File: src/rtl/csr_file_if.sv
// CSR access port between the EXE-stage operand mux (master) and the
// machine-mode CSR file (slave).
interface csr_file_if #(
    parameter int DATA_W = 32
);
    logic [DATA_W-1:0] csr_write_tmp;
    logic [11:0]       csr_addr_EXE;
    logic [1:0]        csr_op_EXE;
    logic              csr_en_EXE;
    logic [DATA_W-1:0] csr_rdata;
    logic              csr_illegal;

    modport master (
        output csr_write_tmp, csr_addr_EXE, csr_op_EXE, csr_en_EXE,
        input  csr_rdata, csr_illegal
    );

    modport slave (
        input  csr_write_tmp, csr_addr_EXE, csr_op_EXE, csr_en_EXE,
        output csr_rdata, csr_illegal
    );
endinterface

File: src/rtl/csr_file.sv
// Machine-mode CSR file: CSRRW/RS/RC read-modify-write, 64-bit cycle/instret
// counters, trap entry and mret handling of mstatus.MIE/MPIE.
module csr_file #(
    parameter int                DATA_W    = 32,
    parameter logic [DATA_W-1:0] MTVEC_RST = '0
) (
    input  logic              clk,
    input  logic              rst,
    csr_file_if.slave         bus,
    input  logic              stall,
    input  logic              instr_retire,
    input  logic              trap_en,
    input  logic [DATA_W-1:0] trap_pc,
    input  logic [DATA_W-1:0] trap_cause,
    input  logic              mret_en,
    input  logic              ext_irq,
    input  logic              timer_irq,
    output logic [DATA_W-1:0] mtvec_out,
    output logic [DATA_W-1:0] mepc_out,
    output logic              irq_pending
);
    localparam int               CW       = 2 * DATA_W;
    localparam logic [1:0]       OP_RW    = 2'b01;
    localparam logic [1:0]       OP_RS    = 2'b10;
    localparam logic [DATA_W-1:0] MIE_MASK = DATA_W'(12'h888);
    localparam logic [DATA_W-1:0] ALIGN4  = ~DATA_W'(3);

    logic              r_mstatus_mie;
    logic              r_mstatus_mpie;
    logic [DATA_W-1:0] r_mie;
    logic [DATA_W-1:0] r_mtvec;
    logic [DATA_W-1:0] r_mscratch;
    logic [DATA_W-1:0] r_mepc;
    logic [DATA_W-1:0] r_mcause;
    logic [CW-1:0]     r_mcycle;
    logic [CW-1:0]     r_minstret;

    logic [DATA_W-1:0] w_mstatus;
    logic [DATA_W-1:0] w_mip;
    logic [DATA_W-1:0] w_rdata;
    logic [DATA_W-1:0] w_new;
    logic              w_impl;
    logic              w_ro;
    logic              w_wr_req;
    logic              w_we;
    logic [CW-1:0]     w_mcycle_next;
    logic [CW-1:0]     w_minstret_next;

    always_comb begin
        w_mstatus         = '0;
        w_mstatus[12:11]  = 2'b11;
        w_mstatus[7]      = r_mstatus_mpie;
        w_mstatus[3]      = r_mstatus_mie;
        w_mip             = '0;
        w_mip[7]          = timer_irq;
        w_mip[11]         = ext_irq;
    end

    always_comb begin
        w_rdata = '0;
        w_impl  = 1'b1;
        case (bus.csr_addr_EXE)
            12'h300:          w_rdata = w_mstatus;
            12'h304:          w_rdata = r_mie;
            12'h305:          w_rdata = r_mtvec;
            12'h340:          w_rdata = r_mscratch;
            12'h341:          w_rdata = r_mepc;
            12'h342:          w_rdata = r_mcause;
            12'h344:          w_rdata = w_mip;
            12'hB00, 12'hC00: w_rdata = r_mcycle[DATA_W-1:0];
            12'hB80, 12'hC80: w_rdata = r_mcycle[CW-1:DATA_W];
            12'hB02, 12'hC02: w_rdata = r_minstret[DATA_W-1:0];
            12'hB82, 12'hC82: w_rdata = r_minstret[CW-1:DATA_W];
            default:          w_impl  = 1'b0;
        endcase
    end

    always_comb begin
        case (bus.csr_op_EXE)
            OP_RW:   w_new = bus.csr_write_tmp;
            OP_RS:   w_new = w_rdata | bus.csr_write_tmp;
            default: w_new = w_rdata & ~bus.csr_write_tmp;
        endcase
    end

    // RS/RC with a zero operand is a pure read and never counts as a write.
    assign w_wr_req = bus.csr_en_EXE & ~stall & ~trap_en & (bus.csr_op_EXE != 2'b00)
                    & ((bus.csr_op_EXE == OP_RW) | (|bus.csr_write_tmp));
    assign w_ro     = w_impl & (bus.csr_addr_EXE[11:10] == 2'b11);
    assign w_we     = w_wr_req & w_impl & ~w_ro;

    assign bus.csr_rdata   = w_rdata;
    assign bus.csr_illegal = bus.csr_en_EXE & (~w_impl | (w_wr_req & w_ro));

    // A software write to either counter half replaces that cycle's increment.
    always_comb begin
        w_mcycle_next   = r_mcycle + CW'(1);
        w_minstret_next = r_minstret + CW'(instr_retire & ~stall);
        if (w_we) begin
            case (bus.csr_addr_EXE)
                12'hB00: w_mcycle_next   = {r_mcycle[CW-1:DATA_W], w_new};
                12'hB80: w_mcycle_next   = {w_new, r_mcycle[DATA_W-1:0]};
                12'hB02: w_minstret_next = {r_minstret[CW-1:DATA_W], w_new};
                12'hB82: w_minstret_next = {w_new, r_minstret[DATA_W-1:0]};
                default: ;
            endcase
        end
    end

    always_ff @(posedge clk) begin
        if (!rst) begin
            r_mstatus_mie  <= 1'b0;
            r_mstatus_mpie <= 1'b0;
            r_mie          <= '0;
            r_mtvec        <= MTVEC_RST & ALIGN4;
            r_mscratch     <= '0;
            r_mepc         <= '0;
            r_mcause       <= '0;
            r_mcycle       <= '0;
            r_minstret     <= '0;
        end else begin
            r_mcycle   <= w_mcycle_next;
            r_minstret <= w_minstret_next;
            if (trap_en) begin
                r_mepc         <= trap_pc & ALIGN4;
                r_mcause       <= trap_cause;
                r_mstatus_mpie <= r_mstatus_mie;
                r_mstatus_mie  <= 1'b0;
            end else begin
                if (w_we) begin
                    case (bus.csr_addr_EXE)
                        12'h300: begin
                            r_mstatus_mie  <= w_new[3];
                            r_mstatus_mpie <= w_new[7];
                        end
                        12'h304: r_mie      <= w_new & MIE_MASK;
                        12'h305: r_mtvec    <= w_new & ALIGN4;
                        12'h340: r_mscratch <= w_new;
                        12'h341: r_mepc     <= w_new & ALIGN4;
                        12'h342: r_mcause   <= w_new;
                        default: ;
                    endcase
                end
                // Placed after the write so mret owns MIE/MPIE on a collision.
                if (mret_en) begin
                    r_mstatus_mie  <= r_mstatus_mpie;
                    r_mstatus_mpie <= 1'b1;
                end
            end
        end
    end

    assign mtvec_out   = r_mtvec;
    assign mepc_out    = r_mepc;
    assign irq_pending = r_mstatus_mie & (|(r_mie & w_mip));
endmodule

File: src/flat_wrapper.sv
// flat-port wrapper written by rule: the top's interface ports become plain ports
module csr_file_flat 
#(
    parameter int                DATA_W    = 32,
    parameter logic [DATA_W-1:0] MTVEC_RST = '0
)
  (clk, rst, stall, instr_retire, trap_en, trap_pc, trap_cause, mret_en, ext_irq, timer_irq, mtvec_out, mepc_out, irq_pending, bus_csr_write_tmp, bus_csr_addr_EXE, bus_csr_op_EXE, bus_csr_en_EXE, bus_csr_rdata, bus_csr_illegal);
  csr_file_if #(.DATA_W(DATA_W)) bus_i ();
  input  logic clk;
  input  logic rst;
  input  logic stall;
  input  logic instr_retire;
  input  logic trap_en;
  input  logic [DATA_W-1:0] trap_pc;
  input  logic [DATA_W-1:0] trap_cause;
  input  logic mret_en;
  input  logic ext_irq;
  input  logic timer_irq;
  output logic [DATA_W-1:0] mtvec_out;
  output logic [DATA_W-1:0] mepc_out;
  output logic irq_pending;
  input wire logic [$bits(bus_i.csr_write_tmp)-1:0] bus_csr_write_tmp;
  input wire logic [$bits(bus_i.csr_addr_EXE)-1:0] bus_csr_addr_EXE;
  input wire logic [$bits(bus_i.csr_op_EXE)-1:0] bus_csr_op_EXE;
  input wire logic [$bits(bus_i.csr_en_EXE)-1:0] bus_csr_en_EXE;
  output wire logic [$bits(bus_i.csr_rdata)-1:0] bus_csr_rdata;
  output wire logic [$bits(bus_i.csr_illegal)-1:0] bus_csr_illegal;
  assign bus_i.csr_write_tmp = bus_csr_write_tmp;
  assign bus_i.csr_addr_EXE = bus_csr_addr_EXE;
  assign bus_i.csr_op_EXE = bus_csr_op_EXE;
  assign bus_i.csr_en_EXE = bus_csr_en_EXE;
  assign bus_csr_rdata = bus_i.csr_rdata;
  assign bus_csr_illegal = bus_i.csr_illegal;
  csr_file #(.DATA_W(DATA_W), .MTVEC_RST(MTVEC_RST)) u_core (.clk(clk), .rst(rst), .bus(bus_i), .stall(stall), .instr_retire(instr_retire), .trap_en(trap_en), .trap_pc(trap_pc), .trap_cause(trap_cause), .mret_en(mret_en), .ext_irq(ext_irq), .timer_irq(timer_irq), .mtvec_out(mtvec_out), .mepc_out(mepc_out), .irq_pending(irq_pending));
endmodule
File: config.mk
export PLATFORM = sky130hd
export DESIGN_NAME = csr_file_flat
export DESIGN_NICKNAME = d
export VERILOG_FILES = /design/src/rtl/csr_file_if.sv /design/src/rtl/csr_file.sv /design/src/flat_wrapper.sv
export SDC_FILE = /design/constraint.sdc
export NUM_CORES = 1
export LEC_CHECK = 0
export ABC_AREA = 0
export BUFFER_PORTS_ARGS = -buffer_cell sky130_fd_sc_hd__buf_2
export CAP_MARGIN = 10
export CORE_MARGIN = 2
export CORE_UTILIZATION = 56
export DETAILED_ROUTE_END_ITERATION = 12
export PLACE_DENSITY = 0.75
export SETUP_SLACK_MARGIN = 0.1
export SKIP_LAST_GASP = 1
export SYNTH_ARGS = -nofsm -noshare
export SYNTH_HDL_FRONTEND = slang
export SYNTH_SLANG_ARGS = --single-unit
File: constraint.sdc
create_clock -name clk -period 7.4 [get_ports clk]
set_clock_uncertainty 0.05 [all_clocks]
set_input_delay 0 -clock clk [delete_from_list [all_inputs] [get_ports clk]]
set_output_delay 0 -clock clk [all_outputs]
set_load 0.03 [all_outputs]
==> impl_results.md <==
- Max FO, Critical Path: 29
- Fin nets: 2415
- Worst setup EP type: register
- Synth Register Bits: 257
- HPWL after DPL: 53700 um
- Clk sinks: 257
- Synth Area in Compound Gates: 0.299
- Postcts setup bufs: 0
- Max Cap Violations: 0
- Async SR Flop Fraction: 0
- LEAKAGE: 7.01 nW
- CTS Buf Count: 30
- Seq/Total Area, Yosys: 0.317
- Maximum vdd drop: 182 uV
- Via count: 19500
- Synth Area in Adders: 0.00462
- Sw Ratio: 0.280
- Clk Latency, worst-skew pair: 0.59 ns
- CP startpoint kind: primary input
- Number of global-route vias before repair: 17900
- Netlist Area Pre-Place: 16300 um2
- Net Switching: 975 uW
- Core Region: 28600 um2
- CTS Root Cell: clkbuf_16
- Drt pass-1 iters: 7
- RD Place Congestion: 1.05
- Post-Synth Simple-Gate Area: 0.259
- Final Cell Area: 19500 um2
- DRC viols: 0
- Worst-path clk slew: 0.07 ns
- Netlist cell types: 104
- GR Util All Layers: 0.489
- Initial antenna violation count: 2
- RSZ-0062 raised after global routing: false
- Largest net degree at the start of global routing: 69
- Most frequent cells in the layout: nand2_1 (273), dfxtp_1 (257), buf_2 (210)
- Max H-tree Level: 1
- Final Setup Violations: 0
- Final ANT Viol Nets: 0
- Tcrit/Tclk final: 0.526
- Row count: 62
- Status: finished clean
- Top_reg_cell synth: dfxtp_1
- Slew @ Worst Pin: 1.30 ns
- Largest family of logic cells by synthesized area: compound AO/OA/AOI/OAI gates
- Logic pwr share: 0.127
- Chip Width: 174 um
- Xor and xnor area share after synthesis: 0.0194
- Fin crit period: 3.90 ns
- Ys Warns: 0
- Final count of pins violating max slew: 0
- Final WL: 77200 um
- Clk buf depth: 3
- FMAX: 0.257 GHz
- Initial Utilization: 0.568
- Area share of the largest cell type after synthesis: 0.317
- Post-DP Area: 17500 um2
- Worst endpoint data arrival time: 4.31 ns
- Hold Crit Class: primary input to register
- CTS tree: done
- Slew HR: 0.133
- Area contributors post-synth: dfxtp_1 (32%), nand2_1 (6.3%), a21oi_1 (6.2%), a22oi_1 (4.1%), o21ai_0 (3.3%)
- Cell taking the most area after synthesis: dfxtp_1
- Initial drt markers: 2998
- P_int: 2.50 mW
- Crit path required time: 7.82 ns
- P&R area growth vs syn: 19.9%
- IO Count: 217
- PortBufs: 210
- Synthesized instance count: 2069
- Reg power frac: 0.410
- Post-synth EDFFs: 0
- Final TNS setup: 0 ns
- Clk pwr share: 0.463
- Height of the chip: 174 um
- Power per cell area: 178 nW/um2
- Die ar.: 30400 um2
- Mux share of post-synthesis cell area: 0.0482
- Via density: 7.22
- Hold slack final: 0.0171 ns
- Final hold vios: 0
- WS Path Type: primary input to register
- Syn_area_per_cell: 7.85 um2
- Grt total ovfl: 0
- Share of cells above drive strength 1: 0.184
- WL/cell: 28.6 um
- Total power: 3.48 mW
- Global-route wire length before repair: 113000 um
- Commonest non-fill, non-tap cell in the layout: nand2_1
## final cells by class
class,count,area (um2)
well taps,384,480
clock inverters,12,144
flip-flops and latches,257,5140
multi-input cells,1621,10300
inverters,24,92.6
diodes,2,5.00
repair buffers,356,2380
fillers,2358,9140
clock buffers,43,911
## repair_timing
item / 4_1_cts / 5_1_grt
resized for setup: 0 / 0
endpoints found under the hold margin: 104 / 0
hold buffers: 93 / 0
setup endpoints to repair: 0 / 0
## synthesized netlist by cell type (14+ instances only)
cell type / count
dfxtp_1: 257
a22oi_1: 88
o21ai_0: 107
o211ai_1: 28
buf_2: 54
or3_1: 29
nor2b_1: 18
clkbuf_1: 96
o32a_1: 15
o221ai_1: 17
nor2_1: 110
nor3_1: 45
mux2i_1: 40
xor2_1: 20
nand3_1: 67
nand2b_1: 27
mux2_2: 34
nor4_1: 28
nand4_1: 54
nand2_1: 273
inv_1: 21
a211oi_1: 41
a31oi_1: 22
xnor2_1: 16
a21oi_1: 202
o22ai_1: 33
o31ai_1: 14
and3_1: 25
## worst paths after layout
kind         depth (start not counted)                              start                                 to  slack, ns
min                                  4              bus_csr_write_tmp[19]   u_core.r_mcycle[19]$_SDFFE_PN0P_       0.02
min reg2reg                          2  u_core.r_mscratch[4]$_SDFFE_PN0P_  u_core.r_mscratch[4]$_SDFFE_PN0P_       0.40
max reg2reg                          7    u_core.r_mcycle[5]$_SDFFE_PN0P_   u_core.r_mcycle[45]$_SDFFE_PN0P_       3.84
max                                 10              bus_csr_write_tmp[26]   u_core.mepc_out[25]$_SDFFE_PN0P_       3.50
## critical path, cell delays in order
cell and delay (ns):
dlygate4sd3_1 0.53, buf_2 0.14, nor4_1 0.57, nand4_1 0.33, or4_1 0.58, buf_4 0.27, nand2_1 0.18, or3_1 0.86
o211ai_1 0.19, dlygate4sd3_1 0.63
## power by group through the flow
stage	combinational [mW]	clock, mW	sequential [mW]
floorplan	0.188	0	1.47
global placement	0.372	0	1.45
detailed placement	0.376	0	1.46
CTS	0.415	1.59	1.42
global route	0.449	1.65	1.43
finish	0.441	1.61	1.43
## state kept, by name, indices dropped and copies added, names as in the netlist
signal,flops
u_core.r_mcycle,64
u_core.r_minstret,64
u_core.r_mcause,32
u_core.r_mscratch,32
u_core.mepc_out,30
u_core.mtvec_out,30
u_core.r_mie,3
u_core.r_mstatus_mie,1
u_core.r_mstatus_mpie,1
## routing by layer
metal  global-route usage  part of all wire  vias up
met5                    0                 0        -
met4                0.368             0.093        0
met1                0.634              0.37     9056
li1                     -                 -     8317
met3                0.152              0.14      423
met2                0.675              0.40     1704
## through the flow
step	utilization	setup slack, ns	std cells
after CTS	0.681	3.70	2697
after detailed placement	0.611	3.58	2549
after global placement	0.611	3.68	2549
after floorplan	-	4.70	2072
final	0.681	3.50	2699
after global routing	0.681	3.49	2698
## cells by family after synthesis
| logic type | count (synthesis) |
|---|---|
| buf+inv | 194 |
| other cells | 1 |
| simple gates | 782 |
| compound gates | 719 |
| xor+xnor | 36 |
| fa+ha+maj | 6 |
| mux | 74 |
| flops | 257 |
(Power assumes the default switching activity.)
